$ cat config.mk
export PLATFORM = sky130hd
export DESIGN_NAME = obi_data_initiator
export DESIGN_NICKNAME = d
export VERILOG_FILES = /design/src/rtl/obi_data_initiator.sv
export SDC_FILE = /design/constraint.sdc
export NUM_CORES = 1
export LEC_CHECK = 0
export BUFFER_PORTS_ARGS = -buffer_cell sky130_fd_sc_hd__buf_2
export CORE_ASPECT_RATIO = 1.2
export CORE_MARGIN = 10
export CORE_UTILIZATION = 50
export DETAILED_ROUTE_END_ITERATION = 6
export PLACE_DENSITY_LB_ADDON = 0.08
export SYNTH_ARGS = -nofsm -noshare
export SYNTH_HDL_FRONTEND = slang
export SYNTH_SLANG_ARGS = --single-unit
export TNS_END_PERCENT = 100
$ cat constraint.sdc
create_clock -name clk_i -period 2.5 [get_ports clk_i]
set_clock_uncertainty 0.15 [all_clocks]
set_input_delay 0.25 -clock clk_i [delete_from_list [all_inputs] [get_ports clk_i]]
set_output_delay 0.25 -clock clk_i [all_outputs]
set_load 0.01 [all_outputs]
$ cat src/rtl/obi_data_initiator.sv
// OBI data-bus initiator: valid/ready command port in, in-order read data /
// write acks out, with credit-bounded transactions in flight and sticky error flags.
module obi_data_initiator #(
  parameter int DEPTH   = 4,
  parameter int TIMEOUT = 1024
) (
  input  logic                     clk_i,
  input  logic                     rst_i,
  input  logic                     cmd_valid_i,
  output logic                     cmd_ready_o,
  input  logic                     cmd_we_i,
  input  logic [3:0]               cmd_be_i,
  input  logic [31:0]              cmd_addr_i,
  input  logic [31:0]              cmd_wdata_i,
  output logic                     data_req_o,
  input  logic                     data_gnt_i,
  output logic [31:0]              data_addr_o,
  output logic                     data_we_o,
  output logic [3:0]               data_be_o,
  output logic [31:0]              data_wdata_o,
  input  logic                     data_rvalid_i,
  input  logic [31:0]              data_rdata_i,
  output logic                     rsp_valid_o,
  input  logic                     rsp_ready_i,
  output logic                     rsp_we_o,
  output logic [31:0]              rsp_rdata_o,
  output logic [$clog2(DEPTH):0]   outstanding_o,
  output logic                     err_proto_o,
  output logic                     err_timeout_o
);
  localparam int CW = $clog2(DEPTH) + 1;
  localparam int PW = (DEPTH > 1) ? $clog2(DEPTH) : 1;
  localparam int WW = (TIMEOUT > 1) ? $clog2(TIMEOUT + 1) : 1;

  typedef struct packed {
    logic        we;
    logic [31:0] rdata;
  } rsp_t;

  logic [CW-1:0]    credit_q;
  logic [DEPTH-1:0] oq_we;
  logic [PW-1:0]    oq_wr, oq_rd;
  logic [CW-1:0]    oq_cnt;
  rsp_t             rf_mem [DEPTH];
  logic [PW-1:0]    rf_wr, rf_rd;
  logic [CW-1:0]    rf_cnt;
  logic [WW-1:0]    wait_q;

  logic cmd_acc, granted, beat, rsp_pop;

  function automatic logic [PW-1:0] inc(input logic [PW-1:0] p);
    return (p == PW'(DEPTH - 1)) ? '0 : p + PW'(1);
  endfunction

  assign cmd_ready_o = (!data_req_o | data_gnt_i) & (credit_q < CW'(DEPTH));
  assign cmd_acc     = cmd_valid_i & cmd_ready_o;
  assign granted     = data_req_o & data_gnt_i;
  // A beat with nothing outstanding is a responder error and is dropped.
  assign beat        = data_rvalid_i & (oq_cnt != '0);
  assign rsp_valid_o = (rf_cnt != '0);
  assign rsp_pop     = rsp_valid_o & rsp_ready_i;
  assign rsp_we_o    = rsp_valid_o & rf_mem[rf_rd].we;
  assign rsp_rdata_o = rsp_valid_o ? rf_mem[rf_rd].rdata : '0;
  assign outstanding_o = oq_cnt;

  always_ff @(posedge clk_i) begin
    if (rst_i) begin
      credit_q      <= '0;
      data_req_o    <= 1'b0;
      data_addr_o   <= '0;
      data_we_o     <= 1'b0;
      data_be_o     <= '0;
      data_wdata_o  <= '0;
      oq_we         <= '0;
      oq_wr         <= '0;
      oq_rd         <= '0;
      oq_cnt        <= '0;
      rf_wr         <= '0;
      rf_rd         <= '0;
      rf_cnt        <= '0;
      wait_q        <= '0;
      err_proto_o   <= 1'b0;
      err_timeout_o <= 1'b0;
    end else begin
      // Credit is taken at accept, so the response FIFO cannot overflow.
      credit_q <= credit_q + CW'(cmd_acc) - CW'(rsp_pop);

      if (cmd_acc) begin
        data_req_o   <= 1'b1;
        data_addr_o  <= cmd_addr_i;
        data_we_o    <= cmd_we_i;
        data_be_o    <= cmd_be_i;
        data_wdata_o <= cmd_wdata_i;
      end else if (data_gnt_i) begin
        data_req_o <= 1'b0;
      end

      if (granted) begin
        oq_we[oq_wr] <= data_we_o;
        oq_wr        <= inc(oq_wr);
      end
      if (beat) oq_rd <= inc(oq_rd);
      oq_cnt <= oq_cnt + CW'(granted) - CW'(beat);

      if (beat) begin
        rf_mem[rf_wr] <= '{we: oq_we[oq_rd], rdata: data_rdata_i};
        rf_wr         <= inc(rf_wr);
      end
      if (rsp_pop) rf_rd <= inc(rf_rd);
      rf_cnt <= rf_cnt + CW'(beat) - CW'(rsp_pop);

      if (data_rvalid_i && oq_cnt == '0) err_proto_o <= 1'b1;

      // Wait counter saturates at TIMEOUT; flag sets on the cycle it gets there.
      if (data_req_o && !data_gnt_i) begin
        if (wait_q != WW'(TIMEOUT)) wait_q <= wait_q + WW'(1);
        if (TIMEOUT != 0 && wait_q == WW'(TIMEOUT - 1)) err_timeout_o <= 1'b1;
      end else begin
        wait_q <= '0;
      end
    end
  end
endmodule

==> impl_metrics.py, run 1 <==
metrics = {
    "run_status": {
        "status": "finished clean",
    },
    "die": {
        "dieArea_um2": 25400,
        "die_w_um": 147,
        "initial_core_util": 0.512,
        "rows": 55,
        "ios": 217,
        "die_h_um": 172,
        "core_um2": 18900,
    },
    "cells_and_area": {
        "nNetsFinal": 1159,
        "final_util": 0.683,
        "final_cells": 1308,
        "drive_above_1_share": 0.310,
        "diodes": 0,
        "syn_to_final_growth_pct": 33.3,
    },
    "sta": {
        "fmaxAchievable_mhz": 424,
        "setup_tns_ps": 0,
        "relSlewSlack": 0.465,
        "finalMaxSlewViolations": 0,
        "hold_viol": 0,
        "fin_crit_ps": 2360,
        "finalHoldWorstSlack_ps": 40.4,
        "setup_viol": 0,
        "fin_crit_sh": 0.942,
        "tightestPinTransition_ps": 802,
        "grt_setup_unrepaired": "no",
    },
    "route": {
        "detail_route.first_pass.iterations": 4,
        "via_per_inst": 5.61,
        "drt-total-wl_um": 25700,
        "wl_per_cell_um": 19.7,
        "drt_iter0_markers": 481,
        "num_vias": 7339,
        "final_antenna_net_count": 0,
        "drcViolationCount": 0,
    },
    "global_route": {
        "grtUsageMet3": 0.0539,
        "grt_overflow": 0,
        "grt_use_total": 0.194,
        "antenna_found_initial": 0,
        "met2_usage": 0.343,
        "grt-busiest-layer": "met2",
        "grt_pass1_wl_um": 40900,
        "met1_usage": 0.225,
        "grt_max_degree": 73,
        "first_global_vias": 7845,
    },
    "clocking": {
        "post_cts_buffers": 0,
        "cts_tree": "yes",
        "clkSinkCount": 238,
        "cts-htree-levels": 1,
        "clockBufferDepth": 3,
        "clkLatencyLatePin_ps": 500,
        "cts_buffers": 24,
        "cts_root_buffer": "clkbuf_16",
        "clk_pin_slew_ps": 60,
    },
    "yosys": {
        "synth.yosys.warnings": 0,
        "ys_seq_area_frac": 0.628,
        "postSynthAreaPerCell_um2": 13.1,
        "yosysUniqueCellTypes": 38,
        "synthTopCellsByArea": "edfxtp_1 (41%), dfxtp_1 (22%), mux4_2 (7.9%)",
        "netlist_instances": 739,
        "synth_fp_nets": 864,
        "synthesis.area_um2": 9690,
        "synth.top_cell.area_share": 0.409,
        "ys_ff_latch": 238,
        "yosysTopAreaCell": "edfxtp_1",
    },
    "place": {
        "hpwl_um": 15900,
        "gp_congestion": 0.821,
        "port_buffers": 216,
        "dp_cells": 1160,
    },
    "critical_path": {
        "worstPathMaxFanout": 17,
        "cp-endpoint": "rsp_we_o",
        "endpoint_kind": "primary output",
        "r2r-start": "outstanding_o[1]",
        "required_ps": 2100,
        "timing.rr.end": "outstanding_o[2]",
        "rr_worst_depth": 9,
        "crit_type": "flop to primary output",
        "critPathArrivalTime_ps": 1960,
        "rrSetupSlack_ps": 170,
        "critPathLaunchType": "flop",
    },
    "power": {
        "power.density_nw_per_um2": 875,
        "irDropWorstVdd_mv": 0.623,
        "leakage_nw": 5.08,
    },
    "flow_run": {
        "drv_cap": 0,
    },
    "hold_path": {
        "hold_start": "rst_i",
        "holdCritPathClass": "primary input to flop",
    },
}
-- worst min-delay path by stage --
stage	slack, ps	endpoint	depth (start not counted)
floorplan	200	rf_mem[0][0]	0
global placement	300	data_addr_o[15]	2
detailed placement	300	err_timeout_o	2
CTS	20	wait_q[2]	4
global route	70	wait_q[1]	4
finish	40	wait_q[2]	4
-- layout by cell type, fill, tap and decap left out, types with 2 or more instances in the layout --
cell	n
a21oi_1	82
a31o_2	2
and2_1	34
and2_2	4
buf_12	4
buf_2	216
buf_4	17
bufinv_16	3
clkbuf_1	5
clkbuf_16	27
clkinv_1	3
clkinv_2	5
dfxtp_1	103
dfxtp_2	3
dlygate4sd3_1	103
edfxtp_1	132
fa_1	3
ha_1	15
inv_1	12
inv_2	2
mux2i_1	9
mux4_2	34
nand2_1	9
nand3_1	11
nand4_1	73
nor2_1	22
nor2b_1	4
nor3_1	3
nor4b_1	2
o21ai_0	5
o31ai_1	71
or3_1	8
xnor2_1	5
xor2_1	5
-- state kept, by name, summed over array words and instances (netlist names), 2 cells and up, named ones only --
signal and cells:
credit_q 3, oq_rd 2, rf_wr 2, data_wdata_o 32, data_be_o 4, wait_q 11
oq_we 4, data_addr_o 32, rf_cnt 3, oq_wr 2, rf_rd 2, rf_mem 132
outstanding_o 3
-- power by group --
group          internal, mW  switching [mW]  leakage [nW]
registers              4.50           0.215          2.06
logic                  1.32            1.59          2.61
clock network          2.24            1.44         0.407
total                  8.06            3.25          5.08
-- per-stage QoR --
stage          cell area [um2]  setup WS [ps]  total power, mW
5_1_grt                  12900           14.7             11.9
2_1_floorplan             9690            162             6.52
6_report                 12900            144             11.3
4_1_cts                  12900           60.7             11.4
3_3_place_gp             11000            309             7.46
3_5_place_dp             11000            224             7.57
-- cells in the mapped netlist, drive strengths merged --
cell / instances
a21oi: 82
a31o: 2
and2: 38
buf: 11
clkbuf: 62
dfxtp: 106
edfxtp: 132
fa: 3
ha: 15
inv: 14
mux2i: 9
mux4: 34
nand2: 9
nand2b: 2
nand3: 11
nand3b: 1
nand4: 73
nor2: 22
nor2b: 5
nor3: 3
nor3b: 1
nor4b: 2
o21ai: 7
o311ai: 1
o31ai: 72
or3: 8
or3b: 1
or4: 2
or4b: 1
xnor2: 5
xor2: 5
-- repair_timing --
action                                  CTS  global route
gates resized for setup                   0             1
endpoints found under the setup margin    0             2
hold endpoints to repair                199             0
hold buffers                            103             0
-- layout make-up --
type                            instances  area [um2]
Sequential cell                       238        6090
Fill cell                            1326        6010
Multi-Input combinational cell        414        3270
Timing Repair Buffer                  342        2360
Clock buffer                           32         683
Tap cell                              256         320
Clock inverter                         12         143
Inverter                               14        52.6
-- kinds of logic (layout without fill, tap and decap cells) --
| group | Yosys count | after routing | share of synthesized area |
|---|---|---|---|
| flops | 238 | 238 | 0.628 |
| simple gates | 179 | 179 | 0.108 |
| compound gates | 164 | 164 | 0.105 |
| buf+inv | 87 | 400 | 0.0356 |
| mux | 43 | 43 | 0.0883 |
| fa+ha+maj | 18 | 18 | 0.0256 |
| xor+xnor | 10 | 10 | 0.00904 |
-- critical path, stage by stage (launching register included) --
cell and delay [ps]:
dfxtp_2 400, buf_12 210, mux4_2 510, and2_1 190, buf_2 140
-- routing by layer --
metal	share of wire	routed length, um
met1	0.38	9800
met2	0.52	13400
met3	0.073	1870
met4	0.024	619
met5	0	0
(Power assumes the default switching activity.)
==> run 2: changes to the inputs <==
--- a/config.mk
+++ b/config.mk
@@ -7,10 +7,11 @@
 export LEC_CHECK = 0
 export BUFFER_PORTS_ARGS = -buffer_cell sky130_fd_sc_hd__buf_2
 export CORE_ASPECT_RATIO = 1.2
-export CORE_MARGIN = 10
+export CORE_MARGIN = 4
 export CORE_UTILIZATION = 50
 export DETAILED_ROUTE_END_ITERATION = 6
 export PLACE_DENSITY_LB_ADDON = 0.08
+export RECOVER_POWER = 100
 export SYNTH_ARGS = -nofsm -noshare
 export SYNTH_HDL_FRONTEND = slang
 export SYNTH_SLANG_ARGS = --single-unit
==> constraint.sdc (replaced) <==
create_clock -name clk_i -period 2.5 [get_ports clk_i]
set_clock_uncertainty 0.15 [all_clocks]
set_input_delay 0.25 -clock clk_i [delete_from_list [all_inputs] [get_ports clk_i]]
set_output_delay 0.25 -clock clk_i [all_outputs]
set_load 0.1 [all_outputs]
==> impl_metrics.py, run 2 (synthesis gave the netlist of run 1 again) <==
metrics = {
    "cells_and_area": {
        "diodes": 0,
        "reg_top3": "rf_mem x132, data_addr_o x32, data_wdata_o x32",
        "drive_above_1_share": 0.212,
        "largest_reg_flops": 132,
        "final_common_cell": "edfxtp_1",
        "final_cells": 1307,
        "layout_common_cells": "edfxtp_1 (132), clkbuf_1 (110), dlygate4sd3_1 (105), dfxtp_1 (100), a21oi_1 (82)",
        "syn_to_final_growth_pct": 35.3,
        "finalInstanceArea_um2": 13100,
        "nNetsFinal": 1158,
        "top_register": "rf_mem",
    },
    "global_route": {
        "antenna_found_initial": 0,
        "grt_max_degree": 89,
        "first_global_vias": 7817,
        "grt_pass1_wl_um": 40200,
        "grt_use_total": 0.227,
        "grt_overflow": 0,
    },
    "hold_path": {
        "holdPathStages": 4,
        "hold_start": "rsp_ready_i",
        "holdCritPathClass": "primary input to flop",
    },
    "route": {
        "wl_per_cell_um": 19.5,
        "drt_iter0_markers": 642,
        "drcViolationCount": 0,
        "final_antenna_net_count": 0,
        "via_per_inst": 5.78,
        "detail_route.first_pass.iterations": 5,
        "num_vias": 7556,
        "drt-total-wl_um": 25400,
    },
    "die": {
        "die_w_um": 135,
        "die_h_um": 160,
        "initial_core_util": 0.512,
        "ios": 217,
        "dieArea_um2": 21700,
        "core_um2": 18900,
        "rows": 55,
    },
    "clocking": {
        "clkSinkCount": 238,
        "cts_buffers": 24,
        "clk_pin_slew_ps": 60,
        "cts-htree-levels": 1,
        "post_cts_buffers": 0,
        "clockBufferDepth": 3,
        "cts_tree": "yes",
        "clkLatencyLatePin_ps": 500,
        "cts_root_buffer": "clkbuf_16",
    },
    "critical_path": {
        "critPathLaunchType": "flop",
        "critical_path_depth": 4,
        "required_ps": 2100,
        "crit_chain": "clkbuf_16 > mux4_2 > and2_0 > buf_12",
        "rr_worst_depth": 5,
        "slowest_stage": "mux4_2",
        "cp_slowest_stage_delay_ps": 500,
        "r2r-start": "credit_q[2]",
        "critPathArrivalTime_ps": 2040,
        "cp_num_buf_inv": 2,
        "crit_type": "flop to primary output",
        "cpLargestDelayFamily": "multiplexers",
        "rrSetupSlack_ps": 110,
        "endpoint_kind": "primary output",
        "worstPathMaxFanout": 16,
    },
    "place": {
        "dp_slack_ps": 188,
        "placed_area_um2": 11500,
        "port_buffers": 216,
        "gp_congestion": 0.786,
        "hpwl_um": 14900,
        "dp_cells": 1157,
    },
    "sta": {
        "hold_viol": 0,
        "relSlewSlack": 0.183,
        "setup_ws_ps": 64.5,
        "fin_crit_sh": 0.974,
        "grt_setup_unrepaired": "yes",
        "finalMaxSlewViolations": 0,
        "tightestPinTransition_ps": 1230,
        "setup_viol": 0,
        "fmaxAchievable_mhz": 411,
        "fin_crit_ps": 2440,
    },
    "flow_run": {
        "drv_cap": 0,
    },
    "power": {
        "clkPwrFrac": 0.256,
        "leakage_nw": 4.75,
        "irDropWorstVdd_mv": 0.701,
        "power.density_nw_per_um2": 1140,
        "p_comb_frac": 0.428,
        "seq_power_share": 0.316,
        "switching_share": 0.423,
        "power.internal_mw": 8.61,
        "power.total_mw": 14.9,
        "power_switching_mw": 6.32,
    },
    "run_status": {
        "status": "finished clean",
    },
}
-- run 2: changes by cell type in the layout (fill, tap and decap cells not counted), moves of 3 or more --
cell,change
and2_0,+10
and2_1,-11
buf_12,+10
buf_2,-142
buf_4,-10
buf_6,+20
clkbuf_1,+105
clkbuf_2,+7
clkbuf_4,+3
clkbuf_8,+3
clkinvlp_4,+3
dfxtp_1,-3
-- run 2: layer usage --
metal,share of wire,up-vias,track usage
met5,0,-,0
met4,0.034,0,0.0843
met3,0.064,76,0.0439
met2,0.52,358,0.402
met1,0.38,3681,0.273
li1,-,3441,-
-- run 2: repair_timing --
action,in CTS,in global routing
endpoints found under the hold margin,204,0
setup endpoints to repair,3,33
gates cloned,0,1
hold buffers,105,0
gates resized for setup,3,1
-- run 2: worst paths after layout --
kind / endpoint
worst max-delay path: rsp_rdata_o[29]
worst min-delay path: rf_cnt[1]
worst max register to register: data_wdata_o[29]
worst min register to register: data_wdata_o[3]
-- run 2: layout make-up --
| class | instances | area [um2] |
|---|---|---|
| Inverter | 14 | 52.6 |
| Clock buffer | 32 | 692 |
| Fill cell | 1385 | 5820 |
| Tap cell | 256 | 320 |
| Timing Repair Buffer | 341 | 2500 |
| Multi-Input combinational cell | 414 | 3280 |
| Sequential cell | 238 | 6100 |
| Clock inverter | 12 | 166 |
-- run 2: through the flow --
| step | util | setup TNS, ps | hold WS [ps] |
|---|---|---|---|
| floorplan | - | 0 | 199 |
| global placement | 0.610 | 0 | 300 |
| detailed placement | 0.610 | 0 | 306 |
| CTS | 0.711 | 0 | 87.7 |
| global route | 0.693 | -2.69 | 165 |
| finish | 0.693 | 0 | 99.1 |
-- run 2: power groups by stage --
stage	Clock, mW	Combinational, mW	Sequential [mW]
after floorplan	0	3.59	5.87
final	3.82	6.39	4.72
after global placement	0	6.56	4.75
after CTS	3.89	6.83	4.70
after detailed placement	0	6.66	4.78
after global routing	4.06	6.69	4.75
-- run 2: worst reg2reg max path, stage by stage (launching register included) --
cell	delay, ps
dfxtp_2	340
buf_4	590
inv_2	410
clkbuf_4	440
nand4_1	230
a21oi_1	80
